## src/rtl/tmds_decoder.sv

```systemverilog
// TMDS receive channel: finds 10-bit symbol alignment from blanking control tokens,
// then decodes aligned symbols to pixel bytes or 2-bit control codes.
module tmds_decoder #(
  parameter int LOCK_COUNT   = 16,
  parameter int SLIP_TIMEOUT = 2048
) (
  input  logic       clk_in,
  input  logic       rst_in,
  input  logic [9:0] raw_in,
  output logic [7:0] data_out,
  output logic [1:0] ctrl_out,
  output logic       de_out,
  output logic       locked_out,
  output logic [3:0] offset_out
);

  localparam int RUN_W = $clog2(LOCK_COUNT + 1);
  localparam int GAP_W = $clog2(SLIP_TIMEOUT + 1);
  localparam logic [RUN_W-1:0] RUN_LAST = RUN_W'(LOCK_COUNT - 1);
  localparam logic [GAP_W-1:0] GAP_LAST = GAP_W'(SLIP_TIMEOUT - 1);

  typedef enum logic {SEARCH = 1'b0, LOCKED = 1'b1} state_t;

  state_t           state, state_nxt;
  logic [9:0]       r0, r1, w;
  logic [3:0]       offset, offset_nxt, offset_adv;
  logic [RUN_W-1:0] run, run_nxt;
  logic [GAP_W-1:0] gap, gap_nxt;
  logic             is_token;
  logic [1:0]       code;
  logic [7:0]       d, dec;

  // r0 holds the older word, so the concatenation is in arrival order from bit 0 upward.
  assign w          = 10'({r1, r0} >> offset);
  assign offset_adv = (offset == 4'd9) ? 4'd0 : offset + 4'd1;

  always_comb begin
    is_token = 1'b1;
    code     = 2'b00;
    case (w)
      10'b1101010100: code = 2'b00;
      10'b0010101011: code = 2'b01;
      10'b0101010100: code = 2'b10;
      10'b1010101011: code = 2'b11;
      default:        is_token = 1'b0;
    endcase
  end

  // Undo the optional inversion (bit 9), then the XOR/XNOR chain selected by bit 8.
  always_comb begin
    d      = w[9] ? ~w[7:0] : w[7:0];
    dec    = 8'd0;
    dec[0] = d[0];
    for (int i = 1; i < 8; i++) begin
      dec[i] = w[8] ? (d[i] ^ d[i-1]) : ~(d[i] ^ d[i-1]);
    end
  end

  always_comb begin
    state_nxt  = state;
    offset_nxt = offset;
    run_nxt    = run;
    gap_nxt    = gap;
    case (state)
      SEARCH: begin
        if (is_token) begin
          gap_nxt = '0;
          if (run == RUN_LAST) begin
            state_nxt = LOCKED;
            run_nxt   = '0;
          end else begin
            run_nxt = run + RUN_W'(1);
          end
        end else begin
          run_nxt = '0;
          if (gap == GAP_LAST) begin
            offset_nxt = offset_adv;
            gap_nxt    = '0;
          end else begin
            gap_nxt = gap + GAP_W'(1);
          end
        end
      end
      LOCKED: begin
        if (is_token) begin
          gap_nxt = '0;
        end else if (gap == GAP_LAST) begin
          state_nxt  = SEARCH;
          offset_nxt = offset_adv;
          run_nxt    = '0;
          gap_nxt    = '0;
        end else begin
          gap_nxt = gap + GAP_W'(1);
        end
      end
      default: state_nxt = SEARCH;
    endcase
  end

  // Output qualification: de_out=1 marks data_out as a pixel byte; with locked_out=1 and
  // de_out=0 ctrl_out carries the control code; with locked_out=0 all payload outputs are 0.
  // Gating uses state_nxt so the symbol that completes the lock is itself emitted.
  always_ff @(posedge clk_in or posedge rst_in) begin
    if (rst_in) begin
      state    <= SEARCH;
      offset   <= 4'd0;
      run      <= '0;
      gap      <= '0;
      r0       <= 10'd0;
      r1       <= 10'd0;
      data_out <= 8'd0;
      ctrl_out <= 2'b00;
      de_out   <= 1'b0;
    end else begin
      state  <= state_nxt;
      offset <= offset_nxt;
      run    <= run_nxt;
      gap    <= gap_nxt;
      r1     <= raw_in;
      r0     <= r1;
      if (state_nxt == LOCKED) begin
        de_out   <= ~is_token;
        data_out <= is_token ? 8'd0 : dec;
        ctrl_out <= is_token ? code : 2'b00;
      end else begin
        de_out   <= 1'b0;
        data_out <= 8'd0;
        ctrl_out <= 2'b00;
      end
    end
  end

  // locked_out is the direct view of the two-state alignment FSM.
  assign locked_out = (state == LOCKED);
  assign offset_out = offset;

endmodule

```

## config.mk

```make
export PLATFORM = sky130hd
export DESIGN_NAME = tmds_decoder
export DESIGN_NICKNAME = d
export VERILOG_FILES = /design/src/rtl/tmds_decoder.sv
export SDC_FILE = /design/constraint.sdc
export NUM_CORES = 1
export LEC_CHECK = 0
export ABC_AREA = 1
export CORE_ASPECT_RATIO = 2
export CORE_MARGIN = 10
export CORE_UTILIZATION = 45
export DETAILED_ROUTE_END_ITERATION = 12
export GPL_TIMING_DRIVEN = 0
export SYNTH_ARGS = -nofsm -noshare
export SYNTH_HDL_FRONTEND = slang
export SYNTH_SLANG_ARGS = --single-unit
```

## constraint.sdc

```tcl
create_clock -name clk_in -period 4.25 [get_ports clk_in]
set_clock_uncertainty 0.05 [all_clocks]
set_input_delay 0.85 -clock clk_in [delete_from_list [all_inputs] [get_ports clk_in]]
set_output_delay 0.85 -clock clk_in [all_outputs]
set_load 0.05 [all_outputs]
```

### After elaboration in Yosys (flattened, before gate mapping)

Cells that the tools add are included.
Widths: inputs -> output; s select.

| operators by class | value |
|---|---|
| mux-type cells | 30 |
| shift operators | 1 |
| add/sub/neg operators | 3 |
| bitwise logic cells | 17 |
| reductions and logical operators | 3 |
| eq/ne operators | 9 |

Operator list:

| cell | number |
|---|---|
| $mux 12 | 2 |
| $mux 8 | 3 |
| $eq 10x10->1 const B | 2 |
| $mux 5 | 4 |
| $shr 20x4->10 | 1 |
| $mux 1 | 13 |
| $add 12x1->12 const B | 1 |
| $eq 12x11->1 const B | 1 |
| $mux 4 | 3 |
| $eq 10x8->1 const B | 1 |
| $eq 10x9->1 const B | 1 |
| $pmux 5 s2 | 1 |
| $not 1->1 | 9 |
| $not 8->8 | 1 |
| $xor 1x1->1 | 7 |
| $pmux 2 s3 | 1 |
| $add 5x1->5 const B | 1 |
| $eq 5x4->1 const B | 1 |
| $add 4x1->4 const B | 1 |
| $eq 4x4->1 const B | 1 |
| $mux 2 | 2 |
| $reduce_and 2->1 | 2 |
| $reduce_or 4->1 | 1 |
| $ne 2x1->1 const B | 1 |
| 2 further kinds | 2 |

| word-level totals | value |
|---|---|
| register bits after elaboration | 53 |
| word-level logic and storage cells | 72 |

### Longest topological paths before layout

Gate-level depths: netlist of the first run.

| depth | value |
|---|---|
| depth in word-level cells | 8 |
| depth in mapped cells | 19 |
| gate-level depth less buffers | 16 |

### Least setup slack after synthesis of the first run

Ideal clock, no wire load.

| timing | value |
|---|---|
| path type | flip-flop to flip-flop |
| start | reg offset[0] (netlist: offset_out[0]) |
| end | reg run[3] |
| data arrival time | 2.466 ns |
| cell stages (with the launch flop) | 18 |
| clock period less this slack | 2.590 ns |
| setup slack | 1.660 ns |
| path through | dfrtp_1 buf_6 inv_6 buf_8 buf_6 nand2_1 nand3_1 nand3_1 nand3_1 o21ai_1 ha_1 nand2_1 nor2_1 nand2_8 nand2_4 buf_8 nand3_2 o21ai_2 |

| on the way | value |
|---|---|
| cells in the longest elaborated chain, start to end | 6 |
| elaborated cells between the ends (all ways) | 11 |

Ends and longest elaborated chain:

| element | line | RTL |
|---|---|---|
| from (decl) | 26 | `logic [3:0] offset, offset_nxt, offset_adv;` |
| from (signal assigned) | 116 | `offset <= offset_nxt;` |
| $shr 20x4->10 (*) | 34 | `assign w = 10'({r1, r0} >> offset);` |
| $eq 10x10->1, or another cell as far along | 40 | `case (w)` |
| $reduce_or 4->1 (no source line) (*) | -- |  |
| $mux 1 (*) | 40 |  |
| $mux 5 or $ne 2x2->1 (tied branches) | -- |  |
| $pmux 5 s2 or $reduce_and 2->1 (tied branches) | -- |  |
| to (signal assigned) | 117 | `run <= run_nxt;` |
| to (decl) | 27 | `logic [RUN_W-1:0] run, run_nxt;` |

Mark *: on every way between the ends. The rest lies on a longest branch, timed or not.
A chain may end at the register's enable or synchronous reset.

### Worst setup path after layout of the first run

| timing | value |
|---|---|
| start | reg offset[1] (netlist: offset_out[1]) |
| end | reg run[4] |

Same word-level chain as after synthesis.

==> results by group, run 1 <==
STA
  – Worst-Margin Slew: 0.551 ns
  – Highest Clock Rate: 356 MHz
  – Min Tclk post-route: 2.81 ns
  – Period Utilization, post-route: 66.0%
  – Total Negative Setup Slacks: 0 ns
  – Headroom to the max-slew limit: 63.2%
  – RSZ-0062 raised after global routing: no
  – Count of pins over their slew limit: 0
  – Least setup slack across all paths after layout: 1.44 ns
  – Final Hold Viols: 0
  – Count of final setup violators: 0

CTS
  – Clk buf depth: 2
  – Clk sinks: 53
  – Clock buffers created by TritonCTS: 5
  – Clock latency of the later-clocked register in the worst-skew pair: 0.30 ns
  – Clk Tree Root Cell: sky130_fd_sc_hd__clkbuf_16
  – Number of buffers added to fix hold violations after cts: 0
  – Post-CTS Repair Setup Buffers: 0
  – Deepest level of the CTS H-tree: 2
  – TritonCTS clock tree: done
  – PostCTS Resize Cnt: 0
  – Clock transition at the registers of the reported paths: 0.07 ns

Logic synthesis
  – Fraction of synthesized area in multiplexers: 0%
  – Post-synth ARST share: 100%
  – Share of the synthesized area in the top cell type: 41.9%
  – Largest family of logic cells by synthesized area: simple AND/OR/NAND/NOR gates
  – Synthesized area divided by synthesized cell count: 8.43 um2
  – Area share of xor/xnor cells in the synthesized design: 3.88%
  – Syn_nets: 397
  – Synth Area in Compound Gates: 5.07%
  – Flop and latch count out of synthesis: 53
  – Number of enable-type register cells in the synthesized netlist: 0
  – Arithmetic-cell share of the synthesized area counting full adders, half adders and majority gates: 3.96%
  – Number of distinct library cells after synthesis: 34
  – Dominant cell type by area after synthesis: sky130_fd_sc_hd__dfrtp_1
  – Most used DFF post-synth: sky130_fd_sc_hd__dfrtp_1
  – Register area share after synthesis: 41.9%
  – Area of the mapped netlist: 3160 um2
  – Simple-gate portion of the synthesized area: 38.3%
  – Top cells by area, synth: sky130_fd_sc_hd__dfrtp_1 42%, sky130_fd_sc_hd__nand3_1 13%, sky130_fd_sc_hd__nand2_1 11%
  – Total number of yosys warnings: 0
  – Synthesized instance count: 375

Placement
  – Detailed placer's ending HPWL: 6680 um
  – Minimum setup slack after placement: 1.45 ns
  – Placed Cells incl. Taps: 493
  – Number of port buffers: 27
  – Global placer's final weighted congestion: 0.964

Worst setup path
  – Termination of the worst setup path: run[4]
  – Worst R2R Path Depth: 15
  – Maximum single-stage delay on the critical path: 0.39 ns
  – Reg2Reg Capture Point: run[4]
  – First element of the critical path: offset_out[1]
  – Worst EP arrival: 2.98 ns
  – Critical Path Slowest Stage Cell: sky130_fd_sc_hd__dfrtp_1
  – Ordered list of cells on the worst path: buf_4 > inv_2 > buf_2 > nand3_1 > nand3_1 > nand3_1 > o21ai_1 > ha_1 > nand2_1 > nor2_1 > nand2_8 > nand2_4 > buf_8 > nand3_2 > o21ai_2
  – CP bufs+invs: 4
  – Maximum fanout along the worst path: 10
  – Kind of launch point of the worst setup path: register
  – Critical Path RT: 4.43 ns
  – R2R Path Start: offset_out[1]
  – Kind of critical path: reg -> reg
  – Cell mode on critical path: sky130_fd_sc_hd__nand3_1
  – Setup crit end kind: register
  – Stages on the worst setup path: 15
  – Family of cells with the greatest summed delay on the critical path: simple AND/OR/NAND/NOR gates
  – Setup slack on the worst flop-to-flop path: 1.44 ns

GRT
  – Maximum number of pins on one net before global-route repair: 30
  – Total congestion overflow: 0
  – Routing usage on met2: 31.5%
  – Number of antenna violations at the first check in global routing: 0
  – First-pass GRT wire length: 14100 um
  – GRT busiest layer: met2
  – GRT met1 Usage: 14.3%
  – Met3 track demand over resource in global routing: 3.18%
  – GRT Util Overall: 16.4%
  – Vias in the first global route: 2881

Hold path
  – Worst Hold Class: reg -> reg

Finish
  – Layout cell share with drive strength beyond 1: 15.3%
  – Non-Filler Instances: 501
  – Most common cell after layout, fill and taps aside: sky130_fd_sc_hd__nand2_1
  – Area added between synthesis and finish: 17.5%
  – Commonest cells after routing, fill and taps aside: 96 x sky130_fd_sc_hd__nand2_1, 80 x sky130_fd_sc_hd__nand3_1, 53 x sky130_fd_sc_hd__dfrtp_1
  – Final layout net count: 432
  – Antenna diode count: 0

Power
  – Worst IR Drop VDD: 303 uV
  – Power density relative to cell area: 320 nW/um2
  – Leakage power: 0.00176 uW

Floorplanning
  – Chip width: 79.3 um
  – Core area: 6890 um2
  – Die area: 11000 um2
  – Die H: 139 um
  – Starting Density: 45.9%
  – Ports placed on the boundary: 28
  – Rows: 43

Routing
  – Count of antenna-violating nets left after detailed routing: 0
  – Detailed-route wire length per cell: 16.5 um
  – Detail-routed via count per cell: 5.31
  – DRC violation total after the first TritonRoute iteration: 163
  – DRC Markers: 0
  – Via total after detailed routing: 2660
  – Count of TritonRoute iterations in the first routing pass: 4
  – Final wirelength: 8250 um

Status
  – Result of the run: completed

Flow run
  – Reported max-cap violation count: 0
==> synthesized netlist by cell type, types with 7 or more instances <==
cell type and n:
sky130_fd_sc_hd__inv_1 21, sky130_fd_sc_hd__nand3_1 80, sky130_fd_sc_hd__nand3_2 10, sky130_fd_sc_hd__nand2_1 96, sky130_fd_sc_hd__ha_1 10, sky130_fd_sc_hd__a21oi_1 8, sky130_fd_sc_hd__xor2_1 7, sky130_fd_sc_hd__nor2_1 20
sky130_fd_sc_hd__o21ai_1 7, sky130_fd_sc_hd__dfrtp_1 53, sky130_fd_sc_hd__xnor2_1 7
==> where the power goes <==
part	internal, uW	switching [uW]
clock	223	197
sequential	549	41.0
combinational	85.0	93.4
==> worst register-to-register path, cell delays in order (launching register included) <==
cell and delay (ns):
sky130_fd_sc_hd__dfrtp_1 0.39, sky130_fd_sc_hd__buf_4 0.18, sky130_fd_sc_hd__inv_2 0.16, sky130_fd_sc_hd__buf_2 0.26
sky130_fd_sc_hd__nand3_1 0.16, sky130_fd_sc_hd__nand3_1 0.11, sky130_fd_sc_hd__nand3_1 0.07, sky130_fd_sc_hd__o21ai_1 0.22
sky130_fd_sc_hd__ha_1 0.21, sky130_fd_sc_hd__nand2_1 0.06, sky130_fd_sc_hd__nor2_1 0.32, sky130_fd_sc_hd__nand2_8 0.11
sky130_fd_sc_hd__nand2_4 0.10, sky130_fd_sc_hd__buf_8 0.15, sky130_fd_sc_hd__nand3_2 0.07, sky130_fd_sc_hd__o21ai_2 0.11
==> metal layers <==
metal,routed length (um),vias to the layer above
li1,-,1313
met1,2690,1270
met2,4780,49
met3,231,28
met4,550,0
met5,0,-
==> area by class of cell <==
cell class	instances	area, um2
tap	90	113
fill	702	3170
sequential	53	1330
inverter	25	98.8
clock buffer	5	125
multi-input combinational	283	1620
timing repair buffer	28	290
buffer	14	118
clock inverter	3	26.3
==> flip-flops by register name (all words and copies together), names as in the netlist <==
signal,flops
run,5
data_out,8
offset_out,4
ctrl_out,2
de_out,1
locked_out,1
gap,12
r1,10
r0,10
==> through the flow <==
stage | hold slack, ns | instance area (um2) | power (uW) | util, %
floorplan | 0.324 | 3160 | 726 | -
global placement | 0.346 | 3540 | 771 | 51.5
detailed placement | 0.347 | 3560 | 779 | 51.8
CTS | 0.363 | 3720 | 1200 | 54.0
global route | 0.379 | 3720 | 1250 | 54.0
finish | 0.354 | 3720 | 1190 | 54.0
==> cell families after synthesis <==
| kind of cell | count (synthesis) |
|---|---|
| adders and majority gates | 10 |
| DFF | 53 |
| and+or+nand+nor | 232 |
| xor gates and xnor gates | 14 |
| buffers and inverters | 39 |
| AOI/OAI and AO/OA | 27 |
==> worst min path at each step <==
stage                  to   from  depth (start not counted)
floorplan           r0[9]  r1[9]                          0
global placement    r0[9]  r1[9]                          0
detailed placement  r0[9]  r1[9]                          0
CTS                 r0[9]  r1[9]                          0
global route        r0[9]  r1[9]                          0
finish              r0[9]  r1[9]                          0
No activity file was read; power rests on OpenSTA's default activity.
==> run 2, diff against run 1 <==
- clock period: 4.25 -> 2.67 ns (I/O delays scaled with it)
==> results by group, run 2 (synthesis gave the netlist of run 1 again) <==
Finish
  – Area added between synthesis and finish: 21.1%
  – Most common cell after layout, fill and taps aside: sky130_fd_sc_hd__nand2_1
  – Commonest cells after routing, fill and taps aside: 94 x sky130_fd_sc_hd__nand2_1, 76 x sky130_fd_sc_hd__nand3_1, 53 x sky130_fd_sc_hd__dfrtp_1
  – Regs by FF count: gap: 12 flops, r0: 10 flops, r1: 10 flops
  – Register containing the most flip-flops in the final layout: gap
  – Number of filler instances in the final layout: 683
  – Non-Filler Instances: 504
  – Antenna diode count: 0
  – Core Util, Final: 55.6%
  – Max reg flops: 12
  – Layout cell share with drive strength beyond 1: 18.8%
  – Final layout net count: 435

Floorplanning
  – Rows: 43
  – Chip width: 79.3 um
  – Starting Density: 45.9%
  – Core area: 6890 um2
  – Die H: 139 um
  – Ports placed on the boundary: 28
  – Die area: 11000 um2

Power
  – Relative contribution of the clock network to total power: 35.4%
  – Internal power consumption: 1370 uW
  – Share of total power in sequential cells: 49.4%
  – Power density relative to cell area: 497 nW/um2
  – Switching power total: 537 uW
  – Worst IR Drop VDD: 497 uV
  – Switching share of power: 28.2%
  – Combinational power share: 15.2%
  – Leakage power: 0.00180 uW

GRT
  – Number of antenna violations at the first check in global routing: 0
  – Maximum number of pins on one net before global-route repair: 30
  – GRT Util Overall: 16.4%
  – Vias in the first global route: 2895
  – First-pass GRT wire length: 14100 um
  – Total congestion overflow: 0

CTS
  – Clk buf depth: 2
  – Clock latency of the later-clocked register in the worst-skew pair: 0.30 ns
  – Number of buffers added to fix hold violations after cts: 0
  – Clock buffers created by TritonCTS: 5
  – Clock transition at the registers of the reported paths: 0.07 ns
  – Clk Tree Root Cell: sky130_fd_sc_hd__clkbuf_16
  – TritonCTS clock tree: done
  – Deepest level of the CTS H-tree: 2
  – Clk sinks: 53

STA
  – Count of pins over their slew limit: 0
  – Min Tclk post-route: 2.50 ns
  – Worst-Margin Slew: 0.550 ns
  – Period Utilization, post-route: 93.5%
  – Count of final setup violators: 0
  – Headroom to the max-slew limit: 63.3%
  – Final Hold Viols: 0
  – Highest Clock Rate: 401 MHz
  – Total Negative Setup Slacks: 0 ns

Worst setup path
  – R2R Path Start: offset_out[0]
  – Setup crit end kind: register
  – Maximum fanout along the worst path: 10
  – CP bufs+invs: 4
  – Critical Path RT: 2.85 ns
  – Kind of launch point of the worst setup path: register
  – Reg2Reg Capture Point: run[4]
  – Worst R2R Path Depth: 16
  – Setup slack on the worst flop-to-flop path: 0.17 ns
  – Maximum single-stage delay on the critical path: 0.40 ns
  – Worst EP arrival: 2.67 ns
  – Family of cells with the greatest summed delay on the critical path: simple AND/OR/NAND/NOR gates
  – Stages on the worst setup path: 16
  – Kind of critical path: reg -> reg
  – Termination of the worst setup path: run[4]
  – First element of the critical path: offset_out[0]
  – Ordered list of cells on the worst path: buf_6 > buf_6 > buf_6 > nand2_1 > nand3_1 > nand3_1 > nand2_1 > a21oi_2 > ha_1 > nand2_1 > nor2_4 > nand2_8 > nand2_4 > buf_8 > nand3_2 > o21ai_2
  – Critical Path Slowest Stage Cell: sky130_fd_sc_hd__dfrtp_1

Hold path
  – Worst Hold Class: reg -> reg
  – Worst min-delay path startpoint: r1[9]

Routing
  – Count of TritonRoute iterations in the first routing pass: 4
  – Met2 Routed Length: 5010 um
  – Met3 wirelength from detailed routing: 260 um
  – DRC violation total after the first TritonRoute iteration: 176
  – Uppermost metal layer occupied by signal nets: met4
  – DRC Markers: 0
  – Final wirelength: 8500 um
  – Detailed-route wire length per cell: 16.9 um
  – Detail-routed via count per cell: 5.37
  – Via total after detailed routing: 2707
  – M1 WL: 2740 um
  – Count of antenna-violating nets left after detailed routing: 0

Placement
  – Placed Cells incl. Taps: 493
  – Global placer's final weighted congestion: 0.964
  – Detailed placer's ending HPWL: 6680 um
  – Number of port buffers: 27

Status
  – Result of the run: completed

Flow run
  – Reported max-cap violation count: 0
## run 2: cell count changes in the layout (fill, tap and decap cells not counted), moves of 2 or more
cell / previous run / this run
sky130_fd_sc_hd__nor2_1: 20 / 18
sky130_fd_sc_hd__o21ai_2: 2 / 4
sky130_fd_sc_hd__nand3_1: 80 / 76
sky130_fd_sc_hd__nand2_2: 5 / 7
sky130_fd_sc_hd__nand2_1: 96 / 94
sky130_fd_sc_hd__nand3_2: 10 / 15
sky130_fd_sc_hd__a21oi_2: 2 / 4
sky130_fd_sc_hd__o21ai_1: 7 / 5
sky130_fd_sc_hd__nor2_4: 1 / 3
sky130_fd_sc_hd__a21oi_1: 8 / 6
sky130_fd_sc_hd__buf_4: 2 / 4
## run 2: worst min path at each step
stage	slack, ns	end	depth (start not counted)
finish	0.35	r0[9]	0
global route	0.38	r0[9]	0
CTS	0.36	r0[9]	0
detailed placement	0.35	r0[9]	0
global placement	0.35	r0[9]	0
floorplan	0.32	r0[9]	0
## run 2: repair_timing
action,4_1_cts,5_1_grt
pin swaps,0,4
cloned,0,2
hold endpoints to repair,0,0
buffers inserted,0,2
endpoints found under the setup margin,27,28
gates resized for setup,5,14
## run 2: power by group through the flow
stage	logic, uW	clock network [uW]	registers (uW)
floorplan	222	0	933
global placement	277	0	951
detailed placement	288	0	952
CTS	289	688	938
global route	330	709	950
finish	288	674	939
## run 2: cell type report
| cell class | count | area [um2] | share of cell area (%) |
|---|---|---|---|
| multi-input combinational | 284 | 1690 | 44.2 |
| inverter | 25 | 101 | 2.65 |
| sequential | 53 | 1330 | 34.6 |
| buffer | 13 | 114 | 2.97 |
| tap | 90 | 113 | 2.94 |
| clock buffer | 5 | 125 | 3.27 |
| timing repair buffer | 31 | 330 | 8.63 |
| clock inverter | 3 | 26.3 | 0.686 |
## run 2: per-stage QoR
stage / setup slack [ns] / instance area, um2 / total power [uW] / hold slack (ns)
after CTS: 0.0434 / 3740 / 1910 / 0.363
after global routing: -0.00549 / 3830 / 1990 / 0.379
after floorplan: 0.0803 / 3160 / 1150 / 0.324
final: 0.174 / 3830 / 1900 / 0.355
after global placement: -0.188 / 3540 / 1230 / 0.346
after detailed placement: -0.125 / 3560 / 1240 / 0.347
## run 2: layer usage
layer  vias to the layer above  GRT usage (%)
met2                        58           31.6
li1                       1324              -
met5                         -              0
met1                      1297           14.3
met3                        28           3.25
met4                         0           10.4
## run 2: worst register-to-register path, delay by kind of cell (launching register included)
| kind | cells | cell delay (ns) |
|---|---|---|
| fa+ha+maj | 1 | 0.17 |
| compound gates | 2 | 0.25 |
| flops | 1 | 0.40 |
| simple gates | 9 | 1.01 |
| buf+inv | 4 | 0.56 |
